--- src/rtl/aes_key_arbiter_pkg.sv ---
// Shared types for the AES round-key arbiter: FSM states, requester IDs, round-key word.
// Pure type/constant package, no logic, no latency.
package aes_key_arb_pkg;

   localparam int NO_ROWS   = 4;
   localparam int NO_COLS   = 4;
   localparam int KEY_SEL_W = 4;

   typedef enum logic [1:0] {
      IDLE,
      WAIT,
      DELIVER,
      ERR
   } state_t;

   typedef enum logic {
      REQ_ENC,
      REQ_DEC
   } req_id_t;

   typedef logic [7:0][NO_ROWS-1:0][NO_COLS-1:0] round_key_t;

endpackage

--- src/rtl/aes_key_arbiter_if.sv ---
// Bundle of core-side and expander-side signals around the key arbiter.
// slave = arbiter view, master = surrounding cores/expander view.
interface aes_key_arb_if;
   import aes_key_arb_pkg::*;

   logic                 enc_key_req_i;
   logic [KEY_SEL_W-1:0] enc_key_sel_i;
   logic                 enc_key_vld_o;
   logic                 enc_key_err_o;
   round_key_t           enc_round_key_o;

   logic                 dec_key_req_i;
   logic [KEY_SEL_W-1:0] dec_key_sel_i;
   logic                 dec_key_vld_o;
   logic                 dec_key_err_o;
   round_key_t           dec_round_key_o;

   logic                 key_req_o;
   logic [KEY_SEL_W-1:0] key_sel_o;
   logic                 key_rdy_i;
   round_key_t           round_key_i;

   modport slave (
      input  enc_key_req_i, enc_key_sel_i, dec_key_req_i, dec_key_sel_i,
      input  key_rdy_i, round_key_i,
      output enc_key_vld_o, enc_key_err_o, enc_round_key_o,
      output dec_key_vld_o, dec_key_err_o, dec_round_key_o,
      output key_req_o, key_sel_o
   );

   modport master (
      output enc_key_req_i, enc_key_sel_i, dec_key_req_i, dec_key_sel_i,
      output key_rdy_i, round_key_i,
      input  enc_key_vld_o, enc_key_err_o, enc_round_key_o,
      input  dec_key_vld_o, dec_key_err_o, dec_round_key_o,
      input  key_req_o, key_sel_o
   );

endinterface

--- src/rtl/aes_key_arbiter_rr_arb2.sv ---
// Two-way round-robin arbiter: combinational grant, pointer flips away from the winner on advance.
// Zero latency grant; no backpressure, caller decides when to advance.
module aes_rr_arb2
   import aes_key_arb_pkg::*;
(
   input  logic       aes_clk,
   input  logic       resetn,
   input  logic [1:0] i_req,
   input  logic       i_adv,
   output logic [1:0] o_gnt,
   output req_id_t    o_gnt_id
);

   req_id_t r_ptr;
   req_id_t w_gnt_id;

   always_comb begin
      if (i_req == 2'b11) begin
         w_gnt_id = r_ptr;
      end else if (i_req[1]) begin
         w_gnt_id = REQ_DEC;
      end else begin
         w_gnt_id = REQ_ENC;
      end
   end

   assign o_gnt_id = w_gnt_id;
   assign o_gnt    = (i_req == 2'b00) ? 2'b00 :
                     (w_gnt_id == REQ_DEC) ? 2'b10 : 2'b01;

   always_ff @(posedge aes_clk or negedge resetn) begin
      if (!resetn) begin
         r_ptr <= REQ_ENC;
      end else if (i_adv && (i_req != 2'b00)) begin
         r_ptr <= (w_gnt_id == REQ_ENC) ? REQ_DEC : REQ_ENC;
      end
   end

endmodule

--- src/rtl/aes_key_arbiter.sv ---
// Shares one key expander between encrypt/decrypt cores; req->key_req 1 cycle, rdy->vld 1 cycle.
// Requesters hold req until vld/err; optional watchdog via AES_KEY_ARB_TIMEOUT_EN.
module aes_key_arbiter
   import aes_key_arb_pkg::*;
#(
   parameter int NUM_ROUNDS = 10
`ifdef AES_KEY_ARB_TIMEOUT_EN
   ,
   parameter int TIMEOUT_CYCLES = 64
`endif
) (
   input  logic         aes_clk,
   input  logic         resetn,
   aes_key_arb_if.slave bus
);

   localparam logic [KEY_SEL_W-1:0] MAX_SEL = KEY_SEL_W'(NUM_ROUNDS);

   state_t               r_state;
   state_t               w_next;
   req_id_t              r_gnt_id;
   req_id_t              w_gnt_id;
   logic [KEY_SEL_W-1:0] r_sel;
   logic [KEY_SEL_W-1:0] w_sel_in;
   logic [1:0]           w_gnt;
   logic                 w_grant;
   logic                 w_wd_expired;
   round_key_t           r_enc_key;
   round_key_t           r_dec_key;

   aes_rr_arb2 u_rr_arb2 (
      .aes_clk  (aes_clk),
      .resetn   (resetn),
      .i_req    ({bus.dec_key_req_i, bus.enc_key_req_i}),
      .i_adv    (r_state == IDLE),
      .o_gnt    (w_gnt),
      .o_gnt_id (w_gnt_id)
   );

   assign w_grant  = |w_gnt;
   assign w_sel_in = (w_gnt_id == REQ_DEC) ? bus.dec_key_sel_i : bus.enc_key_sel_i;

`ifdef AES_KEY_ARB_TIMEOUT_EN
   localparam logic [7:0] WD_LIMIT = 8'(TIMEOUT_CYCLES - 1);
   logic [7:0] r_wd;

   // Counter is zero on the first WAIT cycle because it is held clear outside WAIT.
   always_ff @(posedge aes_clk or negedge resetn) begin
      if (!resetn) begin
         r_wd <= 8'd0;
      end else if (r_state != WAIT) begin
         r_wd <= 8'd0;
      end else begin
         r_wd <= r_wd + 8'd1;
      end
   end

   assign w_wd_expired = (r_wd == WD_LIMIT);
`else
   assign w_wd_expired = 1'b0;
`endif

   always_ff @(posedge aes_clk or negedge resetn) begin
      if (!resetn) begin
         r_state <= IDLE;
      end else begin
         r_state <= w_next;
      end
   end

   // A rdy in the same cycle as watchdog expiry takes priority.
   always_comb begin
      w_next = r_state;
      case (r_state)
         IDLE:    if (w_grant) w_next = (w_sel_in > MAX_SEL) ? ERR : WAIT;
         WAIT: begin
            if (bus.key_rdy_i) begin
               w_next = DELIVER;
            end else if (w_wd_expired) begin
               w_next = ERR;
            end
         end
         DELIVER: w_next = IDLE;
         ERR:     w_next = IDLE;
         default: w_next = IDLE;
      endcase
   end

   always_ff @(posedge aes_clk or negedge resetn) begin
      if (!resetn) begin
         r_gnt_id  <= REQ_ENC;
         r_sel     <= '0;
         r_enc_key <= '0;
         r_dec_key <= '0;
      end else begin
         if ((r_state == IDLE) && w_grant) begin
            r_gnt_id <= w_gnt_id;
            r_sel    <= w_sel_in;
         end
         if ((r_state == WAIT) && bus.key_rdy_i) begin
            if (r_gnt_id == REQ_ENC) begin
               r_enc_key <= bus.round_key_i;
            end else begin
               r_dec_key <= bus.round_key_i;
            end
         end
      end
   end

   always_comb begin
      bus.key_req_o     = 1'b0;
      bus.key_sel_o     = '0;
      bus.enc_key_vld_o = 1'b0;
      bus.dec_key_vld_o = 1'b0;
      bus.enc_key_err_o = 1'b0;
      bus.dec_key_err_o = 1'b0;
      case (r_state)
         WAIT: begin
            bus.key_req_o = 1'b1;
            bus.key_sel_o = r_sel;
         end
         DELIVER: begin
            bus.enc_key_vld_o = (r_gnt_id == REQ_ENC);
            bus.dec_key_vld_o = (r_gnt_id == REQ_DEC);
         end
         ERR: begin
            bus.enc_key_err_o = (r_gnt_id == REQ_ENC);
            bus.dec_key_err_o = (r_gnt_id == REQ_DEC);
         end
         default: ;
      endcase
   end

   assign bus.enc_round_key_o = r_enc_key;
   assign bus.dec_round_key_o = r_dec_key;

endmodule

--- src/flat_wrapper.sv ---
// flat-port wrapper written by rule: the top's interface ports become plain ports
module aes_key_arbiter_flat import aes_key_arb_pkg::*;
#(
   parameter int NUM_ROUNDS = 10

)
  (aes_clk, resetn, bus_enc_key_req_i, bus_enc_key_sel_i, bus_dec_key_req_i, bus_dec_key_sel_i, bus_key_rdy_i, bus_round_key_i, bus_enc_key_vld_o, bus_enc_key_err_o, bus_enc_round_key_o, bus_dec_key_vld_o, bus_dec_key_err_o, bus_dec_round_key_o, bus_key_req_o, bus_key_sel_o);
  aes_key_arb_if bus_i ();
  input  logic aes_clk;
  input  logic resetn;
  input wire logic [$bits(bus_i.enc_key_req_i)-1:0] bus_enc_key_req_i;
  input wire logic [$bits(bus_i.enc_key_sel_i)-1:0] bus_enc_key_sel_i;
  input wire logic [$bits(bus_i.dec_key_req_i)-1:0] bus_dec_key_req_i;
  input wire logic [$bits(bus_i.dec_key_sel_i)-1:0] bus_dec_key_sel_i;
  input wire logic [$bits(bus_i.key_rdy_i)-1:0] bus_key_rdy_i;
  input wire logic [$bits(bus_i.round_key_i)-1:0] bus_round_key_i;
  output wire logic [$bits(bus_i.enc_key_vld_o)-1:0] bus_enc_key_vld_o;
  output wire logic [$bits(bus_i.enc_key_err_o)-1:0] bus_enc_key_err_o;
  output wire logic [$bits(bus_i.enc_round_key_o)-1:0] bus_enc_round_key_o;
  output wire logic [$bits(bus_i.dec_key_vld_o)-1:0] bus_dec_key_vld_o;
  output wire logic [$bits(bus_i.dec_key_err_o)-1:0] bus_dec_key_err_o;
  output wire logic [$bits(bus_i.dec_round_key_o)-1:0] bus_dec_round_key_o;
  output wire logic [$bits(bus_i.key_req_o)-1:0] bus_key_req_o;
  output wire logic [$bits(bus_i.key_sel_o)-1:0] bus_key_sel_o;
  assign bus_i.enc_key_req_i = bus_enc_key_req_i;
  assign bus_i.enc_key_sel_i = bus_enc_key_sel_i;
  assign bus_i.dec_key_req_i = bus_dec_key_req_i;
  assign bus_i.dec_key_sel_i = bus_dec_key_sel_i;
  assign bus_i.key_rdy_i = bus_key_rdy_i;
  assign bus_i.round_key_i = bus_round_key_i;
  assign bus_enc_key_vld_o = bus_i.enc_key_vld_o;
  assign bus_enc_key_err_o = bus_i.enc_key_err_o;
  assign bus_enc_round_key_o = bus_i.enc_round_key_o;
  assign bus_dec_key_vld_o = bus_i.dec_key_vld_o;
  assign bus_dec_key_err_o = bus_i.dec_key_err_o;
  assign bus_dec_round_key_o = bus_i.dec_round_key_o;
  assign bus_key_req_o = bus_i.key_req_o;
  assign bus_key_sel_o = bus_i.key_sel_o;
  aes_key_arbiter #(.NUM_ROUNDS(NUM_ROUNDS)) u_core (.aes_clk(aes_clk), .resetn(resetn), .bus(bus_i));
endmodule
--- config.mk ---
export PLATFORM = sky130hd
export DESIGN_NAME = aes_key_arbiter_flat
export DESIGN_NICKNAME = d
export VERILOG_FILES = /design/src/rtl/aes_key_arbiter_pkg.sv /design/src/rtl/aes_key_arbiter_if.sv /design/src/rtl/aes_key_arbiter_rr_arb2.sv /design/src/rtl/aes_key_arbiter.sv /design/src/flat_wrapper.sv
export SDC_FILE = /design/constraint.sdc
export NUM_CORES = 1
export LEC_CHECK = 0
export BUFFER_PORTS_ARGS = -buffer_cell sky130_fd_sc_hd__clkbuf_2
export CAP_MARGIN = 10
export CORE_AREA = 2 2 156 158
export CTS_BUF_LIST = sky130_fd_sc_hd__clkbuf_8
export CTS_CLUSTER_DIAMETER = 80
export DETAILED_ROUTE_END_ITERATION = 10
export DIE_AREA = 0 0 158 160
export PLACE_DENSITY = 0.76
export SLEW_MARGIN = 30
export SYNTH_ARGS = -nofsm -noshare
export SYNTH_HDL_FRONTEND = slang
export SYNTH_SLANG_ARGS = --single-unit
--- constraint.sdc ---
create_clock -name aes_clk -period 5.1 [get_ports aes_clk]
set_clock_uncertainty 0.15 [all_clocks]
set_input_delay 0.51 -clock aes_clk [delete_from_list [all_inputs] [get_ports aes_clk]]
set_output_delay 0.51 -clock aes_clk [all_outputs]
set_load 0.02 [all_outputs]
# == Word-level counts from Yosys, hierarchy flattened ==
# Index checks and enable logic that the tools add are counted.
# totals
ff_bits,264
input_bits,141
out_inout_bits,265
# classes
magnitude_cmp,1
eq_ne,6
muxes,16
bitwise_logic,1
reduce_logical,11
# op_table
operator,count
two-way mux 2 bit,5
two-way mux 1 bit,8
two-way mux 4 bit,2
"== test 2 bit, second input constant",3
one-hot mux 2 bit (3 select lines),1
AND reduction 2 bit,3
"> comparator 4 bit, second input constant",1
zero test 2 bit,2
OR reduction 2 bit,2
logical AND 1 bit,3
"== test 2 x 1 -> 1 bit, second input constant",1
"inequality test 2 x 1 -> 1 bit, second input constant",1
"inequality test 2 bit, second input constant",1
nonzero test 2 bit,1
inverter 1 bit,1

# == Longest topological paths before layout ==
# logic_depth
ltp_word,7
depth_mapped,7

# == By module ==
# From an unflattened synthesis, not the netlist that was laid out.
# unflattened
cells_unflattened,588
hier_area_um2,10446.3
# modules_own_cells
mod,instances,cells_per_inst,area_per_inst_um2,seq_area_each_um2
aes_key_arbiter,1,581,10383.7,6581.3
aes_rr_arb2,1,7,62.6,25.0

# == Worst setup path after synthesis ==
# Ideal clock, no wire load.
# synth_timing
path_type,register to register
from,register u_core.r_state[0]
to,"register u_core.r_enc_key, in the netlist u_core.bus.enc_round_key_o[0]"
setup_time_ns,0.125
arrival_ns,1.487
required_ns,4.825
path_slack_ns,3.338
path_stages_with_launch,8
period_less_slack_ns,1.762
cell_sequence,dfrtp_1 nor2b_2 buf_6 nand2_2 nor2_4 buf_12 buf_12 mux2_4
# synth_between
elab_chain_len,3
# synth_lines
item,line_no,source
"start, declared",aes_key_arbiter.sv:19,state_t r_state;
"start signal, assigned",aes_key_arbiter.sv:67,r_state <= w_next;
== test 2 x 1 -> 1 bit,aes_key_arbiter.sv:100,if ((r_state == WAIT) && bus.key_rdy_i) begin
logical AND 1 bit,aes_key_arbiter.sv:100,
AND reduction 2 bit (no source line),--,
"end signal, assigned",aes_key_arbiter.sv:102,r_enc_key <= bus.round_key_i;
"end, declared",aes_key_arbiter.sv:28,round_key_t r_enc_key;
# No other way between the ends.
# A chain may end at the register's enable or synchronous reset.

# == Worst setup path in the final report ==
# layout_timing
from,register u_core.r_state[0]
to,"register u_core.r_dec_key, in the netlist u_core.bus.dec_round_key_o[105]"
# layout_between
elab_chain_len,3
# layout_lines
item,line_no,source
== test 2 x 1 -> 1 bit,aes_key_arbiter.sv:100,
logical AND 1 bit,aes_key_arbiter.sv:100,
AND reduction 2 bit (no source line),--,
"end signal, assigned",aes_key_arbiter.sv:104,r_dec_key <= bus.round_key_i;
"end, declared",aes_key_arbiter.sv:29,round_key_t r_dec_key;
# No other way between the ends.

==> summary by stage <==
Run status
The flow ran to the end, and the final reports show no timing, DRC or antenna violations.

Clock tree
The clock passes through at most 3 buffers. The H-tree generated during clock tree synthesis spans 2 levels. In this run, post-CTS repair resized a total of 0 instances. TritonCTS built the clock tree. Clock-pin slew was measured on the worst setup and hold paths at 0.06 ns.

The tree is rooted in a clkbuf_8. For this design, the sink count on the clock tree is 264. The number of clock buffers inserted by TritonCTS is 45. For the worst-skew pair, the clock arrives at the later sink with an insertion delay of 0.52 ns.

STA
The final hold violation count is 0. After layout, the minimum clock period comes to 2.45 ns. Setup repair after global routing left no endpoint under its margin.

For the pin with the worst max-slew slack, the measured transition is 0.768 ns. The number of failing setup endpoints in the final timing report is 0. The setup TNS is 0 ns. Headroom to the max-slew limit came out at 0.488. The ratio of final minimum period to clock period is 0.480. The worst setup margin is 2.65 ns. The max-slew violation count came to 0. Based on the critical path, the design can be clocked at up to 409 MHz.

Floorplan
The number of primary I/O pins is 406. The number of core rows is 57. The die boundary height is 160 µm. The total area inside the core boundary comes to 23,800 µm². The die span in x is 158 µm. The starting density of the core is 0.461. The die outline area is 25,300 µm².

GRT
The number of antenna violations at the first check in global routing is 0. The via count of the first global-routing pass was 7,126. The total overflow left after global routing is 0. Entering global routing, the biggest net connects 110 pins. The first global-routing pass estimated 39,000 µm of wire. The total routing usage reported by global routing is 0.194.

Placement
The placer congestion estimate is 0.786. Input and output buffers added on the ports amount to 405. Before CTS, the worst setup slack after placement is 2.57 ns. After detailed placement, the total cell area comes to 13,100 µm². The wire-length estimate of the detail-placed layout is 17,500 µm.

Detailed routing
The remaining routing DRC violations is 0. After the first detailed-routing iteration, the DRC count stood at 250. In this run the remaining antenna-violating nets after routing total 0.

The detailed-route vias per instance is 4.75. The final route contains 6,546 vias. The average wire length per cell after detail routing is 18.2 µm.

The overall routed net length is 25,100 µm. The number of optimization iterations in the first detailed-route pass is 5.

Synthesis
Synthesis produced 591 cells. The net count of the mapped netlist is 732. The share of the Yosys chip area taken by registers is 0.601. The synthesized flop and latch total is 264.

The cell area after synthesis is 11,000 µm². Averaged over all synthesized cells, the footprint is 18.6 µm². The count of different cell masters after synthesis is 25. During synthesis, Yosys emitted a total of 0 warnings.

Finish
The number of nets in the layout is 1,161. The fraction of final layout cells sized beyond drive strength 1 is 0.679. The antenna diode count is 0. The core occupancy in the finished layout is 0.589.

The post-route cell area is 14,000 µm². The synthesis-to-layout area growth is 27.6%.

Power
The worst-case vdd ir drop is 0.403 mV. Cell internal power was estimated by the tool at 6510 µW. Of the total power, the share spent switching nets is 0.380.

The net switching power is 4000 µW. In this run the static leakage power is 0.00756 µW. The part of the power in combinational logic is 0.455.

Of the total power, the clock network draws 0.181. The sequential share of power is 0.363. The overall power consumption is 10,500 µW. The cell area power density is 749 nW/µm².

Setup path
The critical path endpoint category is a register. The type of element launching the critical path is a register. The critical path is of the register to register type. Along the worst path, the maximum fanout reaches 36.

The data arrival time of the critical path is 2.71 ns. In this run the register-to-register setup slack is 2.65 ns. The worst endpoint required time is 5.36 ns.

Hold path
The class of the worst hold path is input port to register.

Run
Across the run, the number of max-cap violations was 0.
cell type report:
cell class / instances / area, µm²
fillers: 1880 / 9800
flip-flops and latches: 264 / 6610
multi-input cells: 295 / 3960
repair buffers: 412 / 2130
clock buffers: 54 / 743
well taps: 324 / 405
clock inverters: 27 / 173
inverters: 2 / 7.51
repair_timing:
item | in CTS | in global routing
setup buffers | 0 | 0
hold buffers | 1 | 0
setup endpoints to repair | 0 | 0
endpoints found under the hold margin | 99 | 0
cells in the final DEF (no fill, tap or decap), types with 2 or more instances in the layout:
cell,instances
clkbuf_2,404
dfrtp_1,264
mux2_4,220
clkbuf_8,54
mux2_1,20
inv_1,18
mux2_2,16
nand2_1,7
clkinv_2,7
o21ai_0,6
and2_1,4
mux2i_1,4
nor2_1,3
a21oi_1,3
buf_12,3
o21ai_1,2
bufinv_16,2
buf_4,2
per-stage QoR:
stage / hold WS, ns / std cells
final: 0.0618 / 1378
after global routing: 0.0364 / 1378
after CTS: 0.0235 / 1378
after detailed placement: 0.328 / 1296
after global placement: 0.320 / 1296
after floorplan: 0.0644 / 591
worst max-delay path: stages, from the launching register on:
cell and delay, ns:
dfrtp_1 0.41, nor2b_2 0.37, nand3_4 0.45, buf_4 0.52
mux2_4 0.39
path summary, 6_finish.rpt:
kind / start / to / depth (start not counted)
worst max-delay path: u_core.r_state[0] / u_core.bus.dec_round_key_o[105] / 4
worst min-delay path: bus_round_key_i[116] / u_core.bus.enc_round_key_o[116] / 2
worst max register to register: u_core.r_state[0] / u_core.bus.dec_round_key_o[105] / 4
worst min register to register: u_core.bus.enc_round_key_o[117] / u_core.bus.enc_round_key_o[117] / 1
max in group asynchronous: resetn / u_core.bus.dec_round_key_o[120] / 3
min in group asynchronous: resetn / u_core.bus.dec_round_key_o[57] / 2
cell families after synthesis:
| family | count (synthesis) | share of synthesized area |
|---|---|---|
| buffers and inverters | 32 | 0.0395 |
| muxes | 260 | 0.341 |
| DFF | 264 | 0.601 |
| and+or+nand+nor | 23 | 0.0126 |
| AOI/OAI and AO/OA | 12 | 0.00558 |
cell usage after synthesis:
master	count	area, µm²
nand2_2	1	6.26
buf_12	11	220
nor3b_1	1	7.51
nand3_1	1	5.00
o21ai_0	7	35.0
buf_6	18	203
nor2b_2	1	8.76
mux2i_1	4	40.0
o21ai_1	1	5.00
clkbuf_1	1	3.75
dfrtp_1	264	6610
inv_1	2	7.51
nor2_4	1	11.3
or4bb_1	1	11.3
mux2_4	220	3300
and2_1	4	25.0
or4b_1	1	10.0
and3_1	1	6.26
nand3_2	1	10.0
mux2_2	16	180
nor2_1	3	11.3
a21oi_1	3	15.0
nand2_1	7	26.3
a31oi_1	1	6.26
mux2_1	20	225
routing by layer:
| metal | track usage | wire [µm] |
|---|---|---|
| met5 | 0 | 0 |
| met2 | 0.323 | 12200 |
| met4 | 0.0770 | 874 |
| met3 | 0.0570 | 2080 |
| met1 | 0.238 | 9880 |
state kept, by name (all words and copies together), names as in the netlist:
name                        cells
u_core.u_rr_arb2.r_ptr          1
u_core.bus.dec_round_key_o    128
u_core.r_sel                    4
u_core.r_state                  2
u_core.bus.enc_round_key_o    128
u_core.r_gnt_id                 1
power groups by stage:
stage | Combinational, µW | Clock (µW) | Sequential [µW]
after floorplan | 2130 | 0 | 5010
after global placement | 4750 | 0 | 3780
after detailed placement | 4850 | 0 | 3810
after CTS | 4840 | 1960 | 3810
after global routing | 5060 | 2060 | 3950
final | 4780 | 1910 | 3820
Power figures use the tool's default switching activity.
